--- config.mk ---
export PLATFORM = sky130hd
export DESIGN_NAME = multicycle_control_fsm
export DESIGN_NICKNAME = d
export VERILOG_FILES = /design/src/rtl/multicycle_control_fsm.sv
export SDC_FILE = /design/constraint.sdc
export NUM_CORES = 1
export LEC_CHECK = 0
export ABC_AREA = 1
export BUFFER_PORTS_ARGS = -buffer_cell sky130_fd_sc_hd__buf_2
export CAP_MARGIN = 25
export CORE_MARGIN = 1
export CORE_UTILIZATION = 49
export DETAILED_ROUTE_END_ITERATION = 12
export PLACE_DENSITY = 0.88
export SETUP_SLACK_MARGIN = 0.02
export SKIP_LAST_GASP = 1
export SYNTH_ARGS = -nofsm -noshare
export SYNTH_HDL_FRONTEND = slang
export SYNTH_SLANG_ARGS = --single-unit
--- constraint.sdc ---
create_clock -name clk -period 1.3 [get_ports clk]
set_input_delay 0 -clock clk [delete_from_list [all_inputs] [get_ports clk]]
set_output_delay 0 -clock clk [all_outputs]
set_load 0.02 [all_outputs]
--- src/rtl/multicycle_control_fsm.sv ---
// Multi-cycle main controller: Moore FSM driving memory, ALU, register file and PC selects,
// with a retired-instruction counter and a sticky illegal-opcode flag.
module multicycle_control_fsm #(
  parameter int unsigned CNT_WIDTH = 32
) (
  input  logic                 clk,
  input  logic                 rst,
  input  logic [5:0]           instr_op,
  input  logic                 mem_ready,
  output logic                 pc_write,
  output logic                 pc_write_cond,
  output logic                 i_or_d,
  output logic                 mem_read,
  output logic                 mem_write,
  output logic                 ir_write,
  output logic                 mem_to_reg,
  output logic                 reg_dst,
  output logic                 reg_write,
  output logic                 alu_src_a,
  output logic [1:0]           alu_src_b,
  output logic [1:0]           alu_op,
  output logic [1:0]           pc_source,
  output logic [3:0]           state_out,
  output logic                 illegal_op,
  output logic [CNT_WIDTH-1:0] instr_count
);

  localparam logic [5:0] OpR    = 6'h00;
  localparam logic [5:0] OpJ    = 6'h02;
  localparam logic [5:0] OpBeq  = 6'h04;
  localparam logic [5:0] OpAddi = 6'h08;
  localparam logic [5:0] OpLw   = 6'h23;
  localparam logic [5:0] OpSw   = 6'h2B;

  typedef enum logic [3:0] {
    StStart    = 4'd0,
    StFetch    = 4'd1,
    StDecode   = 4'd2,
    StMemAddr  = 4'd3,
    StMemRead  = 4'd4,
    StMemWb    = 4'd5,
    StMemWrite = 4'd6,
    StExec     = 4'd7,
    StRWb      = 4'd8,
    StBranch   = 4'd9,
    StJump     = 4'd10,
    StAddiEx   = 4'd11,
    StAddiWb   = 4'd12
  } state_e;

  state_e                 state_q, state_d;
  logic                   illegal_q, illegal_d;
  logic [CNT_WIDTH-1:0]   count_q, count_d;
  logic                   retire;
  logic                   op_illegal;

  always_ff @(posedge clk or negedge rst) begin
    if (!rst) begin
      state_q   <= StStart;
      illegal_q <= 1'b0;
      count_q   <= '0;
    end else begin
      state_q   <= state_d;
      illegal_q <= illegal_d;
      count_q   <= count_d;
    end
  end

  assign op_illegal = !(instr_op inside {OpR, OpJ, OpBeq, OpAddi, OpLw, OpSw});

  always_comb begin
    state_d = StStart;
    retire  = 1'b0;
    case (state_q)
      StStart:    state_d = StFetch;
      StFetch:    state_d = mem_ready ? StDecode : StFetch;
      StDecode: begin
        case (instr_op)
          OpLw, OpSw: state_d = StMemAddr;
          OpR:        state_d = StExec;
          OpBeq:      state_d = StBranch;
          OpJ:        state_d = StJump;
          OpAddi:     state_d = StAddiEx;
          default:    state_d = StFetch;
        endcase
      end
      StMemAddr:  state_d = (instr_op == OpLw) ? StMemRead : StMemWrite;
      StMemRead:  state_d = mem_ready ? StMemWb : StMemRead;
      StMemWb: begin
        state_d = StFetch;
        retire  = 1'b1;
      end
      StMemWrite: begin
        state_d = mem_ready ? StFetch : StMemWrite;
        retire  = mem_ready;
      end
      StExec:     state_d = StRWb;
      StRWb, StBranch, StJump, StAddiWb: begin
        state_d = StFetch;
        retire  = 1'b1;
      end
      StAddiEx:   state_d = StAddiWb;
      default:    state_d = StStart;
    endcase
  end

  always_comb begin
    illegal_d = illegal_q | ((state_q == StDecode) & op_illegal);
    count_d   = retire ? count_q + CNT_WIDTH'(1) : count_q;
  end

  always_comb begin
    pc_write      = 1'b0;
    pc_write_cond = 1'b0;
    i_or_d        = 1'b0;
    mem_read      = 1'b0;
    mem_write     = 1'b0;
    ir_write      = 1'b0;
    mem_to_reg    = 1'b0;
    reg_dst       = 1'b0;
    reg_write     = 1'b0;
    alu_src_a     = 1'b0;
    alu_src_b     = 2'b00;
    alu_op        = 2'b00;
    pc_source     = 2'b00;
    case (state_q)
      StFetch: begin
        mem_read  = 1'b1;
        alu_src_b = 2'b01;
        // IR and PC load only once the fetch data is actually there
        ir_write  = mem_ready;
        pc_write  = mem_ready;
      end
      StDecode:   alu_src_b = 2'b11;
      StMemAddr, StAddiEx: begin
        alu_src_a = 1'b1;
        alu_src_b = 2'b10;
      end
      StMemRead: begin
        mem_read = 1'b1;
        i_or_d   = 1'b1;
      end
      StMemWb: begin
        mem_to_reg = 1'b1;
        reg_write  = 1'b1;
      end
      StMemWrite: begin
        mem_write = 1'b1;
        i_or_d    = 1'b1;
      end
      StExec: begin
        alu_src_a = 1'b1;
        alu_op    = 2'b10;
      end
      StRWb: begin
        reg_dst   = 1'b1;
        reg_write = 1'b1;
      end
      StBranch: begin
        alu_src_a     = 1'b1;
        alu_op        = 2'b01;
        pc_write_cond = 1'b1;
        pc_source     = 2'b01;
      end
      StJump: begin
        pc_write  = 1'b1;
        pc_source = 2'b10;
      end
      StAddiWb:   reg_write = 1'b1;
      default: ;
    endcase
  end

  assign state_out   = state_q;
  assign illegal_op  = illegal_q;
  assign instr_count = count_q;

endmodule

; ---- Word level (Yosys, flattened, before mapping)
; Cells that the tools add are included.
[totals]
register_bits = 37
inputBits = 9
elab_cells = 55
out_inout_bits = 53
[classes]
n_eq_ne = 17
reduce_logical = 12
add_sub_neg = 1
mux = 20
bitwise = 2
[ops]
columns = operator, n
row1 = "adder 32 x 1 -> 32 bit, second input constant", 1
row2 = case mux 4 bit (8 select lines), 1
row3 = "equality test 4 bit, second input constant", 5
row4 = case mux 4 bit (5 select lines), 1
row5 = "equality test 4 x 3 -> 1 bit, second input constant", 4
row6 = "equality test 6 bit, second input constant", 2
row7 = 2-to-1 mux 1 bit, 10
row8 = "equality test 4 x 2 -> 1 bit, second input constant", 2
row9 = case mux 2 bit (2 select lines), 2
row10 = OR reduction 2 bit, 4
row11 = "equality test 6 x 2 -> 1 bit, second input constant", 1
row12 = "equality test 6 x 3 -> 1 bit, second input constant", 1
row13 = "equality test 6 x 4 -> 1 bit, second input constant", 1
row14 = zero test 6 bit, 1
row15 = case mux 2 bit (3 select lines), 1
row16 = nonzero test 6 bit, 1
row17 = OR reduction 6 bit, 1
row18 = OR reduction 5 bit, 1
row19 = "equality test 4 x 1 -> 1 bit, second input constant", 1
row20 = zero test 4 bit, 1
row21 = 2-to-1 mux 2 bit, 2
row22 = case mux 1 bit (2 select lines), 2
row23 = OR reduction 4 bit, 1
row24 = 2-to-1 mux 3 bit, 1
row25 = 4 further kinds, 4

; ---- Longest topological paths before layout
[depth]
ltp_word = 5
mapped_depth = 10
depth_no_buf = 10

; ---- Worst setup path before layout
; No wires, ideal clock.
[synth_path]
kind = flip-flop to flip-flop
start = register count_q[0], in the netlist instr_count[0]
end = register count_q[20], in the netlist instr_count[20]
arrival_ns = 1.463
stages_incl_launch_ff = 9
path_buffers = 0
slack_ns = -0.280
synth_period_minus_slack_ns = 1.580
path_cell_list = dfrtp_1 > ha_1 > nand2_1 > nor2_2 > nand2_1 > nor2_1 > nand3_2 > nand2_1 > nand2_1
[synth_between]
elab_chain_cells = 1
[synth_rtl]
columns = element, line
row1 = start: declaration, 53  ; logic [CNT_WIDTH-1:0] count_q, count_d;
row2 = start signal: assignment, 65  ; count_q <= count_d;
row3 = adder 32 x 1 -> 32 bit, 109  ; count_d = retire ? count_q + CNT_WIDTH'(1) : count_q;
; No other way between the ends.
; A chain may end at the register's enable or synchronous reset.

; ---- Final worst setup path
[layout_path]
start = register state_q[2], in the netlist state_out[2]
end = output port alu_op[0]
[layout_between]
elab_chain_cells = 2
word_cells_on_any_way = 3
cone_classes = eq/ne (2) / mux (1)
[layout_rtl]
columns = element, line
row1 = start: declaration, 51  ; state_e state_q, state_d;
row2 = start signal: assignment, 59  ; state_q <= StStart;
row3 = start signal: assignment, 63  ; state_q <= state_d;
row4 = equality test 4 bit / equality test 4 x 3 -> 1 bit (equally long branches), 126  ; case (state_q)
row5 = case mux 2 bit (2 select lines) (*), 126
row6 = end: declaration, 21  ; output logic [1:0] alu_op,
; Every way passes the cells marked *; elsewhere a longest branch is shown, timed or not.

==> results.toml <==
[timing]
setup_viol = 51
fin_ws_ps = -220.8
slew_viol_final = 0
max_freq_ghz = 0.6575
max-slew-margin-rel = 0.7113
final_hold_viol_count = 0
min_period_ps = 1521
worst-slew-pin-transition_ps = 433.1
skew_ps = 5.471
finalCritPeriodShare = 1.170
rsz0062_at_grt = "true"

[power_and_ir_drop]
vdd_drop_max_uv = 1888
pwr_density_cell_nw_per_um2 = 1396
leakagePower_uw = 0.002081

[synthesis]
ys_types = 29
avgSynthCellArea_sq_um = 6.611
yosysMostFrequentCell = "nand2_1"
synth.ff_latch_count = 37
yosysWarnings = 0
synthTopCellsByArea = "dfrtp_1 34%, nand2_1 24%, nor2_1 7.9%"
synthCells = 409
synth-async-reset-ratio = 1.000
synth_top_cell_by_area = "dfrtp_1"
synth_edf_count = 0
synth_ff_type = "dfrtp_1"
syn-cell-area_sq_um = 2704
synth.top_cells.by_count = "171 x nand2_1, 57 x nor2_1, 43 x inv_1"
ys_seq_area_frac = 0.3424
synth_top_area_share = 0.3424
synth_fp_nets = 419

[route]
routed_via_density = 5.699
drc = 0
drtAntennaViolNets = 0
drt-total-wl_um = 10600
vias = 3499
drt_iter0_markers = 657
post_drt_wl_per_cell_um = 17.26
drtPass1Iterations = 6

[die]
dieArea_sq_um = 5819
die_w_um = 76.29
die_h_um = 76.29
placementRows = 26
io-pin-count = 62
core-area_sq_um = 5205
start_util = 0.5195

[cts]
clk_pin_slew_ps = 80
clock_latency_ps = 310
htreeDepth = 2
cts.sinks = 37
clk_path_buf_depth = 2
cts_tree = "built"
numCtsBuffers = 5
cts_root_buf = "clkbuf_8"

[global_route]
globalRouteMet1Util = 0.3498
grt_use_met2 = 0.4955
grt-busiest-layer = "met2"
grt_antenna_before_repair = 0
first_global_vias = 3062
grt_usage = 0.2933
grt_max_degree = 28
grt_pass1_wl_um = 13630
grt.overflow.total = 0
grt_use_met3 = 0.04551

[worst_setup_path]
path_max_fanout = 6
criticalPathCategory = "reg -> out"
critPathArrivalTime_ps = 1520
reg2reg_to = "instr_count[20]$_DFFE_PN0P_"
r2r_cells = 9
end_kind = "output pin"
startpoint_type = "flop"
cp.required_ps = 1300
ff2ff_setup_slack_ps = -210
r2r-start = "state_out[3]$_DFF_PN0_"

[placed_design]
gp_congestion = 0.9742
dp_hpwl_um = 5784
io_buffer_count = 61
place_ws_ps = -183.3

[min_path]
hold-path-cell-count = 5
worstHoldStart = "instr_op[3]"
hp-class = "in -> reg"
holdPathEnd = "illegal_op$_DFF_PN0_"

[final_layout]
nNetsFinal = 553
num_antenna_cells = 0
area_growth_pct = 55.25
fillCellCount = 295
drive_gt1_frac = 0.4706
fin_util = 0.8065

[status]
violations = "negative setup slack"
status = "finished, violations left"

[run]
cap_violations = 0
## cell type report
class,instances,area [sq um],area share
multi-input cells,319,1813,0.4319
clock inverters,1,30.03,0.007153
repair buffers,134,1054,0.2510
inverters,46,182.7,0.04352
clock buffers,7,86.33,0.02057
well taps,70,87.58,0.02086
flip-flops and latches,37,944.7,0.2250
## logic make-up after synthesis
group | Yosys count | share of synthesized area
simple gates | 294 | 0.4961
compound gates | 15 | 0.03517
fa+ha+maj | 1 | 0.004627
xor+xnor | 8 | 0.02869
flops | 37 | 0.3424
buf+inv | 54 | 0.09301
## power by group
| group | internal, uW | switching, uW |
|---|---|---|
| clock network | 626 | 460 |
| logic | 1500 | 1800 |
| registers | 1290 | 190 |
## through the flow
step	instance area (sq um)	total power, uW	hold WS, ps	cells	setup TNS [ps]
detailed placement	3518	3707	-45.07	586	-2057
global placement	3518	3660	-39.89	586	-821.4
global route	4198	6085	101.4	614	-10030
finish	4198	5860	107.2	614	-7446
CTS	3796	5115	50.94	602	-4633
floorplan	2761	2826	-295.6	409	-3134
## repair_timing
item,CTS,global route
pin swaps,5,20
setup buffers,7,9
hold endpoints to repair,37,0
hold buffers,1,0
cloned,0,4
setup endpoints to repair,50,53
gates resized for setup,34,85
## worst max path at each step
stage                                      startpoint                     endpoint  slack, ps  cells past startpoint
after floorplan                state_out[3]$_DFF_PN0_  instr_count[21]$_DFFE_PN0P_       -140                      9
after global placement     instr_count[9]$_DFFE_PN0P_  instr_count[29]$_DFFE_PN0P_        -80                      9
after detailed placement  instr_count[14]$_DFFE_PN0P_  instr_count[23]$_DFFE_PN0P_       -180                      7
after CTS                      state_out[3]$_DFF_PN0_  instr_count[18]$_DFFE_PN0P_       -150                      9
after global routing      instr_count[18]$_DFFE_PN0P_  instr_count[23]$_DFFE_PN0P_       -270                      7
final                          state_out[2]$_DFF_PN0_                    alu_op[0]       -220                      4
## critical path, cell delays in order, from the launching register on
cell and delay [ps]:
dfrtp_2 480, nor2_2 240, inv_2 130, nor2_2 160
buf_2 200
## placed cells by master, fill, tap and decap left out, drive strengths merged, types with 4 or more instances in the layout
cell type and n:
dfrtp 37, clkbuf 9, nand3 26, nand3b 4, o21ai 12, nand4 13, nor2 72, xor2 8
nand2 178, inv 46, buf 131
## flip-flops by register name, summed over array words and instances (netlist names)
name         cells
illegal_op       1
instr_count     32
state_out        4
## per-layer routing
layer,share of wire,up-vias
li1,-,1537
met1,0.36,1643
met5,0,-
met3,0.099,59
met2,0.49,260
met4,0.048,0
Power figures use the tool's default switching activity.
